## src/rtl/alu_dispatch_if.sv

```systemverilog
// Handshake bundle between the instruction source, alu_dispatch and the ALU operand inputs.
// The slave modport is the dispatcher's view; master is the environment driving it.
interface alu_dispatch_if;
  logic        in_valid;
  logic        in_ready;
  logic [31:0] instr;
  logic [31:0] rs1_data;
  logic [31:0] rs2_data;
  logic        out_valid;
  logic        out_ready;
  logic [31:0] src1;
  logic [31:0] src2;
  logic [2:0]  sel_alu;
  logic [4:0]  rd;
  logic        illegal;
  logic [31:0] dispatch_cnt;

  modport slave (
    input  in_valid, instr, rs1_data, rs2_data, out_ready,
    output in_ready, out_valid, src1, src2, sel_alu, rd, illegal, dispatch_cnt
  );

  modport master (
    output in_valid, instr, rs1_data, rs2_data, out_ready,
    input  in_ready, out_valid, src1, src2, sel_alu, rd, illegal, dispatch_cnt
  );
endinterface

```

## src/rtl/alu_dispatch.sv

```systemverilog
// RV32I ALU op decoder with a two-entry (OUT + SKID) registered output buffer.
// Optional dispatch counter enabled by defining ALU_DISPATCH_PERF_EN.
module alu_dispatch (
  input  logic         clk,
  input  logic         rst,
  alu_dispatch_if.slave bus
);
  localparam int DATA_W = 32;

  localparam logic [2:0] SEL_ADD = 3'b000;
  localparam logic [2:0] SEL_SUB = 3'b001;
  localparam logic [2:0] SEL_AND = 3'b010;
  localparam logic [2:0] SEL_OR  = 3'b011;
  localparam logic [2:0] SEL_XOR = 3'b100;

  typedef enum logic [1:0] {EMPTY, ONE, FULL} state_e;

  typedef struct packed {
    logic [DATA_W-1:0] src1;
    logic [DATA_W-1:0] src2;
    logic [2:0]        sel;
    logic [4:0]        rd;
    logic              illegal;
  } entry_t;

  function automatic entry_t decode(
    input logic [6:0]        opcode,
    input logic [2:0]        f3,
    input logic [6:0]        f7,
    input logic [11:0]       imm,
    input logic [4:0]        rd,
    input logic [DATA_W-1:0] rs1,
    input logic [DATA_W-1:0] rs2
  );
    entry_t                   e;
    logic                     legal;
    logic                     use_imm;
    logic [2:0]               sel;
    logic signed [DATA_W-1:0] imm_sx;
    e       = '0;
    legal   = 1'b0;
    use_imm = 1'b0;
    sel     = SEL_ADD;
    imm_sx  = {{(DATA_W-12){imm[11]}}, imm};
    case (opcode)
      7'b0110011: begin
        case (f3)
          3'b000: begin
            if (f7 == 7'b0000000) begin
              legal = 1'b1;
              sel   = SEL_ADD;
            end else if (f7 == 7'b0100000) begin
              legal = 1'b1;
              sel   = SEL_SUB;
            end
          end
          3'b100: begin legal = (f7 == 7'b0000000); sel = SEL_XOR; end
          3'b110: begin legal = (f7 == 7'b0000000); sel = SEL_OR;  end
          3'b111: begin legal = (f7 == 7'b0000000); sel = SEL_AND; end
          default: legal = 1'b0;
        endcase
      end
      7'b0010011: begin
        use_imm = 1'b1;
        case (f3)
          3'b000: begin legal = 1'b1; sel = SEL_ADD; end
          3'b100: begin legal = 1'b1; sel = SEL_XOR; end
          3'b110: begin legal = 1'b1; sel = SEL_OR;  end
          3'b111: begin legal = 1'b1; sel = SEL_AND; end
          default: legal = 1'b0;
        endcase
      end
      default: legal = 1'b0;
    endcase
    // Illegal entries still flow downstream, but with zeroed operands and ADD select.
    e.rd = rd;
    if (legal) begin
      e.src1 = rs1;
      e.src2 = use_imm ? imm_sx : rs2;
      e.sel  = sel;
    end else begin
      e.illegal = 1'b1;
    end
    return e;
  endfunction

  state_e state_q, state_d;
  entry_t out_q, out_d;
  entry_t skid_q, skid_d;
  entry_t in_entry;
  logic   in_ready_q;
  logic   in_fire;
  logic   out_fire;
  logic   unused_rs1_idx;

  assign unused_rs1_idx = ^bus.instr[19:15];

  assign in_entry = decode(bus.instr[6:0], bus.instr[14:12], bus.instr[31:25],
                           bus.instr[31:20], bus.instr[11:7],
                           bus.rs1_data, bus.rs2_data);

  assign in_fire  = bus.in_valid && in_ready_q;
  assign out_fire = (state_q != EMPTY) && bus.out_ready;

  always_comb begin
    state_d = state_q;
    out_d   = out_q;
    skid_d  = skid_q;
    case (state_q)
      EMPTY: begin
        if (in_fire) begin
          out_d   = in_entry;
          state_d = ONE;
        end
      end
      ONE: begin
        if (in_fire && out_fire) begin
          out_d = in_entry;
        end else if (in_fire) begin
          skid_d  = in_entry;
          state_d = FULL;
        end else if (out_fire) begin
          state_d = EMPTY;
        end
      end
      FULL: begin
        if (out_fire) begin
          out_d   = skid_q;
          state_d = ONE;
        end
      end
      default: state_d = EMPTY;
    endcase
  end

  // Register stage: in_ready is precomputed from the next state so it never
  // depends combinationally on out_ready.
  always_ff @(posedge clk) begin
    if (rst) begin
      state_q    <= EMPTY;
      in_ready_q <= 1'b0;
      out_q      <= '0;
    end else begin
      state_q    <= state_d;
      in_ready_q <= (state_d != FULL);
      out_q      <= out_d;
    end
  end

  always_ff @(posedge clk) begin
    skid_q <= skid_d;
  end

  assign bus.in_ready  = in_ready_q;
  assign bus.out_valid = (state_q != EMPTY);
  assign bus.src1      = out_q.src1;
  assign bus.src2      = out_q.src2;
  assign bus.sel_alu   = out_q.sel;
  assign bus.rd        = out_q.rd;
  assign bus.illegal   = out_q.illegal;

`ifdef ALU_DISPATCH_PERF_EN
  logic [31:0] cnt_q;

  always_ff @(posedge clk) begin
    if (rst) begin
      cnt_q <= '0;
    end else if (out_fire && !out_q.illegal) begin
      cnt_q <= cnt_q + 32'd1;
    end
  end

  assign bus.dispatch_cnt = cnt_q;
`else
  assign bus.dispatch_cnt = '0;
`endif
endmodule

```

## src/flat_wrapper.sv

```systemverilog
// flat-port wrapper written by rule: the top's interface ports become plain ports
module alu_dispatch_flat 
  (clk, rst, bus_in_valid, bus_instr, bus_rs1_data, bus_rs2_data, bus_out_ready, bus_in_ready, bus_out_valid, bus_src1, bus_src2, bus_sel_alu, bus_rd, bus_illegal, bus_dispatch_cnt);
  alu_dispatch_if bus_i ();
  input  logic clk;
  input  logic rst;
  input wire logic [$bits(bus_i.in_valid)-1:0] bus_in_valid;
  input wire logic [$bits(bus_i.instr)-1:0] bus_instr;
  input wire logic [$bits(bus_i.rs1_data)-1:0] bus_rs1_data;
  input wire logic [$bits(bus_i.rs2_data)-1:0] bus_rs2_data;
  input wire logic [$bits(bus_i.out_ready)-1:0] bus_out_ready;
  output wire logic [$bits(bus_i.in_ready)-1:0] bus_in_ready;
  output wire logic [$bits(bus_i.out_valid)-1:0] bus_out_valid;
  output wire logic [$bits(bus_i.src1)-1:0] bus_src1;
  output wire logic [$bits(bus_i.src2)-1:0] bus_src2;
  output wire logic [$bits(bus_i.sel_alu)-1:0] bus_sel_alu;
  output wire logic [$bits(bus_i.rd)-1:0] bus_rd;
  output wire logic [$bits(bus_i.illegal)-1:0] bus_illegal;
  output wire logic [$bits(bus_i.dispatch_cnt)-1:0] bus_dispatch_cnt;
  assign bus_i.in_valid = bus_in_valid;
  assign bus_i.instr = bus_instr;
  assign bus_i.rs1_data = bus_rs1_data;
  assign bus_i.rs2_data = bus_rs2_data;
  assign bus_i.out_ready = bus_out_ready;
  assign bus_in_ready = bus_i.in_ready;
  assign bus_out_valid = bus_i.out_valid;
  assign bus_src1 = bus_i.src1;
  assign bus_src2 = bus_i.src2;
  assign bus_sel_alu = bus_i.sel_alu;
  assign bus_rd = bus_i.rd;
  assign bus_illegal = bus_i.illegal;
  assign bus_dispatch_cnt = bus_i.dispatch_cnt;
  alu_dispatch u_core (.clk(clk), .rst(rst), .bus(bus_i));
endmodule
```

## config.mk

```make
export PLATFORM = sky130hd
export DESIGN_NAME = alu_dispatch_flat
export DESIGN_NICKNAME = d
export VERILOG_FILES = /design/src/rtl/alu_dispatch_if.sv /design/src/rtl/alu_dispatch.sv /design/src/flat_wrapper.sv
export SDC_FILE = /design/constraint.sdc
export NUM_CORES = 1
export LEC_CHECK = 0
export CAP_MARGIN = 40
export CORE_UTILIZATION = 33
export DETAILED_ROUTE_END_ITERATION = 10
export HOLD_SLACK_MARGIN = 0.05
export SYNTH_ARGS = -nofsm -noshare
export SYNTH_HDL_FRONTEND = slang
export SYNTH_SLANG_ARGS = --single-unit
```

## constraint.sdc

```tcl
create_clock -name clk -period 3.07 [get_ports clk]
set_clock_uncertainty 0.2 [all_clocks]
set_input_delay 0.4605 -clock clk [delete_from_list [all_inputs] [get_ports clk]]
set_output_delay 0.4605 -clock clk [all_outputs]
set_load 0.01 [all_outputs]
```

; ---- Yosys cells after proc, flatten, opt, wreduce, memory -nomap -nowiden
; Index checks and enable logic that the tools add are counted.
; W data, S select, Z words.
[op_classes]
n_reduce_logical = 12
mux = 24
eq_ne = 12
bitwise = 1
[op_table]
columns = operator, count
row1 = $mux W73, 3
row2 = $pmux W73 S3, 1
row3 = $mux W67, 1
row4 = $mux W32, 1
row5 = $eq A7 B6 Y1 const B, 2
row6 = $pmux W3 S4, 1
row7 = $mux W2, 5
row8 = $eq A3 B3 Y1 const B, 3
row9 = $pmux W3 S3, 1
row10 = $eq A7 B5 Y1 const B, 1
row11 = $logic_not A7 Y1, 1
row12 = $mux W1, 6
row13 = $ne A2 B1 Y1 const B, 3
row14 = $pmux W2 S3, 1
row15 = $pmux W3 S2, 1
row16 = $pmux W1 S2, 2
row17 = $reduce_and A4 Y1, 1
row18 = $reduce_or A4 Y1, 1
row19 = $logic_and A1 B1 Y1, 3
row20 = $logic_not A3 Y1, 1
row21 = $mux W3, 1
row22 = $reduce_and A3 Y1, 1
row23 = $reduce_bool A3 Y1, 1
row24 = $reduce_or A3 Y1, 1
row25 = 6 further kinds, 6
[word_totals]
word_cells = 61
ff_bits = 149
in_bits = 100

; ---- Depth between registers and ports, before layout
[logic_depth]
ltp_word = 8
ltp_mapped = 7

; ---- Worst setup path after synthesis
; OpenSTA, ideal clock, no wires.
[synth_path]
path_kind = input-to-reg
startpoint = input bus_out_ready
endpoint = register u_core.skid_q[0] (netlist name), enable pin
setup_slack_ns = -0.079
path_stages = 2
t_required_ns = 2.431
t_arrival_ns = 2.510
path_buffers = 0
cell_sequence = nor2b_1 -> and2_1
[synth_via]
elab_chain_len = 4
[synth_rtl]
columns = element, line
row1 = from (decl), flat_wrapper.sv:11  ; input wire logic [$bits(bus_i.out_ready)-1:0] bus_out_ready;
row2 = $logic_and A1 B1 Y1, alu_dispatch.sv:103  ; assign out_fire = (state_q != EMPTY) && bus.out_ready;
row3 = $logic_and A1 B1 Y1, alu_dispatch.sv:117  ; if (in_fire && out_fire) begin
row4 = $not A1 Y1 (no line), --
row5 = $reduce_and A3 Y1 (no line), --
row6 = to (signal assigned), alu_dispatch.sv:151  ; skid_q <= skid_d;
row7 = to (decl), alu_dispatch.sv:89  ; entry_t skid_q, skid_d;
; Every way passes these cells.
; A chain may end at the register's enable or synchronous reset.

; ---- Worst setup path in the final report
[layout_path]
startpoint = input bus_instr[25]
endpoint = register u_core.out_q, in the netlist u_core.bus.src2[17]
[layout_via]
elab_chain_len = 8
elab_cells_between_ends = 10
cone_classes = eq/ne: 1 / mux: 8 / reduce/logical: 1
[layout_rtl]
columns = element, line
row1 = from (decl), flat_wrapper.sv:8  ; input wire logic [$bits(bus_i.instr)-1:0] bus_instr;
row2 = $eq A7 B6 Y1, alu_dispatch.sv:52  ; end else if (f7 == 7'b0100000) begin
row3 = $mux W1, alu_dispatch.sv:52
row4 = $mux W1, alu_dispatch.sv:49  ; if (f7 == 7'b0000000) begin
row5 = $pmux W1 S2 *, alu_dispatch.sv:47  ; case (f3)
row6 = $pmux W1 S2 *, alu_dispatch.sv:45  ; case (opcode)
row7 = $mux W67 *, alu_dispatch.sv:77  ; if (legal) begin
row8 = "$mux W73, on equally long branches", "alu_dispatch.sv:117, alu_dispatch.sv:111"
row9 = $pmux W73 S3 *, alu_dispatch.sv:109  ; case (state_q)
row10 = to (signal assigned), alu_dispatch.sv:146  ; out_q <= out_d;
row11 = to (decl), alu_dispatch.sv:88  ; entry_t out_q, out_d;
; Every way passes the cells marked *; elsewhere a longest branch is shown, timed or not. The select of a mux whose other input is x is not followed.

==> Implementation_results.wiki <==
{| class="wikitable"
! Metric !! Value
|-
| Starting density of the core || 33.97%
|-
| Fin area || 9452 um^2
|-
| Timing-limited maximum frequency || 391.9 MHz
|-
| Number of rows in the core area || 52
|-
| Iteration-0 DRC count of the detailed router || 205
|-
| Number of inserted filler cells in the final layout || 1926
|-
| Min-delay worst type || flip-flop to flip-flop
|-
| Number of global-route vias before repair || 5184
|-
| CTS H-tree lvls || 4
|-
| Remaining antenna violation count after routing || 0
|-
| Flop pwr share || 43.5%
|-
| Total net switching power || 1.201 mW
|-
| Estimated wirelength of the detail-placed design || 11.76 mm
|-
| Maximum cell stage delay along the critical path || 550 ps
|-
| Total via count in the routed design || 5244
|-
| Sum of internal, switching and leakage power || 5.022 mW
|-
| Worst setup slack after placement || 76.80 ps
|-
| Area of the mapped netlist || 6939 um^2
|-
| Portion of total power attributed to the clock network || 43.6%
|-
| Slew of the pin with the lowest slew margin || 664.4 ps
|-
| Unrepaired setup endpoints after global routing || no
|-
| Clock tree from TritonCTS || done
|-
| Avg Cell Area, Syn || 11.00 um^2
|-
| Worst r2r src || u_core.state_q[0]$_SDFF_PP0_
|-
| Clk buf depth || 2
|-
| P&R area growth vs syn || 36.21%
|-
| Worst path cell trace || clkdlybuf4s50_1 > or4_4 > o31ai_2 > and4_4 > buf_12 > nand2b_1 > a211oi_2
|-
| Die boundary height || 147.0 um
|-
| Number of pins with negative max-slew slack in the final report || 0
|-
| Kind of start point of the critical path || input pin
|-
| Antenna diode count || 0
|-
| Area share of the leading cell type in the synthesized netlist || 31.59%
|-
| Number of setup buffers added after CTS || 0
|-
| Startpoint of the most critical hold path || u_core.bus.sel_alu[2]$_SDFFE_PP0P_
|-
| Layout net count || 882
|-
| Average wire per cell in the routed design || 17.04 um
|-
| Internal power component || 3.821 mW
|-
| Top delay family on crit path || simple AND/OR/NAND/NOR gates
|-
| Final non-filler cell total || 1065
|-
| Maximum vdd drop || 0.3658 mV
|-
| Primary FF master, synth || sky130_fd_sc_hd__dfxtp_1
|-
| Vias per Instance || 4.924
|-
| Total of endpoints with negative setup slack in the final report || 0
|-
| Sequential fraction of the synthesis area || 53.52%
|-
| Maximum number of pins on one net before global-route repair || 79
|-
| Critical path's slowest cell || sky130_fd_sc_hd__or4_4
|-
| DR DRC count || 0
|-
| Power density over the cells || 531.3 nW/um^2
|-
| Number of flops mapped to enable cells by yosys || 73
|-
| Launching element of the worst setup path || bus_instr[25]
|-
| Layout Utilization || 46.26%
|-
| Post-synth ARST share || 0%
|-
| Critical path class || input pin to flip-flop
|-
| Rel. slew slack || 55.71%
|-
| Root buffer cell || sky130_fd_sc_hd__clkbuf_16
|-
| Floorplan core area || 20430 um^2
|-
| Period utilisation layout || 83.12%
|-
| Most area-consuming cells after synthesis || sky130_fd_sc_hd__edfxtp_1 32%, sky130_fd_sc_hd__dfxtp_1 22%, sky130_fd_sc_hd__a221oi_2 6.3%
|-
| # placed instances || 1033
|-
| Cell accounting for the most synthesized area || sky130_fd_sc_hd__edfxtp_1
|-
| Quantity of I/O buffers inserted on ports || 169
|-
| Number of warnings reported in the yosys synthesis log || 0
|-
| Clock latency of the later-clocked register in the worst-skew pair || 420 ps
|-
| Total routing usage reported by global routing || 16.83%
|-
| Number of library cell types mapped by synthesis || 42
|-
| Switching power share of the total || 23.92%
|-
| Post-layout minimum cycle time || 2552 ps
|-
| Most frequent cells after synthesis || 108 x sky130_fd_sc_hd__nor2_1, 76 x sky130_fd_sc_hd__dfxtp_1, 73 x sky130_fd_sc_hd__edfxtp_1
|-
| Global route overflow || 0
|-
| Maximum fanout count along the critical path || 30
|-
| Most instantiated library cell after synthesis || sky130_fd_sc_hd__nor2_1
|-
| Antenna violations before repair || 0
|-
| Leakage power of the design || 3.584 nW
|-
| Flip-flop and latch count after synthesis || 149
|-
| Width of the die || 147.0 um
|-
| Arrival time at the worst endpoint || 2690 ps
|-
| Total cell area at the placement stage || 8827 um^2
|-
| Die ar. || 21610 um^2
|-
| Critical path endpoint category || flip-flop
|-
| Result of the run || completed
|-
| Share of post-route cells with drive strength above 1 || 17.23%
|-
| CP Data Required Time || 3200 ps
|-
| TritonCTS sink count || 149
|-
| Count of boundary I/O pins || 207
|-
| Number of hold buffers added after CTS || 0
|-
| Final weighted congestion in routability-driven placement || 0.7539
|-
| Max capacitance violation total || 0
|-
| Sum of routed wire length over all layers || 18.15 mm
|-
| Combinational Power Share || 13.0%
|-
| CTS Buf Count || 17
|-
| First-pass iteration count of the detailed router || 5
|-
| Wire length of the first global-routing pass || 28.21 mm
|-
| Final worst slack || 518.3 ps
|-
| Clock input transition at the sequential cells of the worst setup and hold paths || 70 ps
|-
| Number of buffers and inverters on the critical path || 2
|-
| Syn Inst Count || 631
|-
| Worst hold slack || 281.1 ps
|-
| Post-cts repair resize count || 0
|-
| Sum of negative setup slack || 0 ps
|-
| Final hold viol count || 0
|}
## per-layer routing
metal,up-vias,track usage (%),share of wire [%]
met4,0,5.000,1.3
met2,191,27.54,47
met3,16,3.634,6.2
met5,-,0,0
met1,2542,22.29,45
li1,2495,-,-
## state kept, by name, indices dropped and copies added, names as in the netlist
| name | count |
|---|---|
| u_core.skid_q | 73 |
| u_core.bus.src1 | 32 |
| u_core.bus.src2 | 32 |
| u_core.bus.rd | 5 |
| u_core.bus.sel_alu | 3 |
| u_core.state_q | 2 |
| u_core.bus.illegal | 1 |
| u_core.bus.in_ready | 1 |
## power by group through the flow
stage,Sequential (mW),Combinational [mW],Clock (mW)
6_report,2.18,0.650,2.19
2_1_floorplan,2.25,0.303,0
3_3_place_gp,2.22,0.642,0
3_5_place_dp,2.23,0.655,0
5_1_grt,2.19,0.703,2.35
4_1_cts,2.18,0.657,2.26
## worst paths after layout
path | end | slack [ps] | cells after the start
setup / recovery | u_core.bus.src2[17]$_SDFFE_PP0P_ | 520 | 7
hold / removal | u_core.bus.sel_alu[2]$_SDFFE_PP0P_ | 280 | 2
hold reg to reg | u_core.bus.sel_alu[2]$_SDFFE_PP0P_ | 280 | 2
setup reg to reg | u_core.bus.sel_alu[0]$_SDFFE_PP0P_ | 890 | 6
## logic make-up (layout without fill, tap and decap cells)
group,after synthesis,in the layout,share of synthesized area (%)
AO/OA/AOI/OAI,135,135,17.54
multiplexers,12,12,1.731
other,1,32,0.05404
flip-flops,149,149,53.52
AND/OR/NAND/NOR,249,249,19.74
buffers and inverters,85,218,7.411
## cell usage in the layout, fill, tap and decap left out, types with 21 or more instances in the layout
| master | synthesis | routed |
|---|---|---|
| sky130_fd_sc_hd__nand2b_1 | 33 | 33 |
| sky130_fd_sc_hd__dfxtp_1 | 76 | 76 |
| sky130_fd_sc_hd__nor2_1 | 108 | 108 |
| sky130_fd_sc_hd__conb_1 | 1 | 32 |
| sky130_fd_sc_hd__nor3_2 | 29 | 29 |
| sky130_fd_sc_hd__a211oi_2 | 21 | 21 |
| sky130_fd_sc_hd__a21oi_1 | 55 | 55 |
| sky130_fd_sc_hd__edfxtp_1 | 73 | 73 |
| sky130_fd_sc_hd__a221oi_2 | 29 | 29 |
| sky130_fd_sc_hd__and2_1 | 33 | 32 |
| sky130_fd_sc_hd__clkdlybuf4s50_1 | 0 | 168 |
## area by class of cell
class                           count  area, um^2  share of cell area, %
Sequential cell                   149        3714                  39.29
Multi-Input combinational cell    428        2850                  30.16
Timing Repair Buffer              185        1922                  20.33
Clock buffer                       20       456.7                  4.832
Tap cell                          270       337.8                  3.574
Clock inverter                     12       167.7                  1.774
Inverter                            1       3.754                0.03971
## worst register-to-register path, stage by stage, from the launching register on
cell and delay [ps]:
sky130_fd_sc_hd__dfxtp_1 460, sky130_fd_sc_hd__nor2b_1 470, sky130_fd_sc_hd__o31a_2 260, sky130_fd_sc_hd__buf_12 320, sky130_fd_sc_hd__nor3_1 90, sky130_fd_sc_hd__nor3_1 150
sky130_fd_sc_hd__o41a_1 170
(Power assumes the default switching activity.)
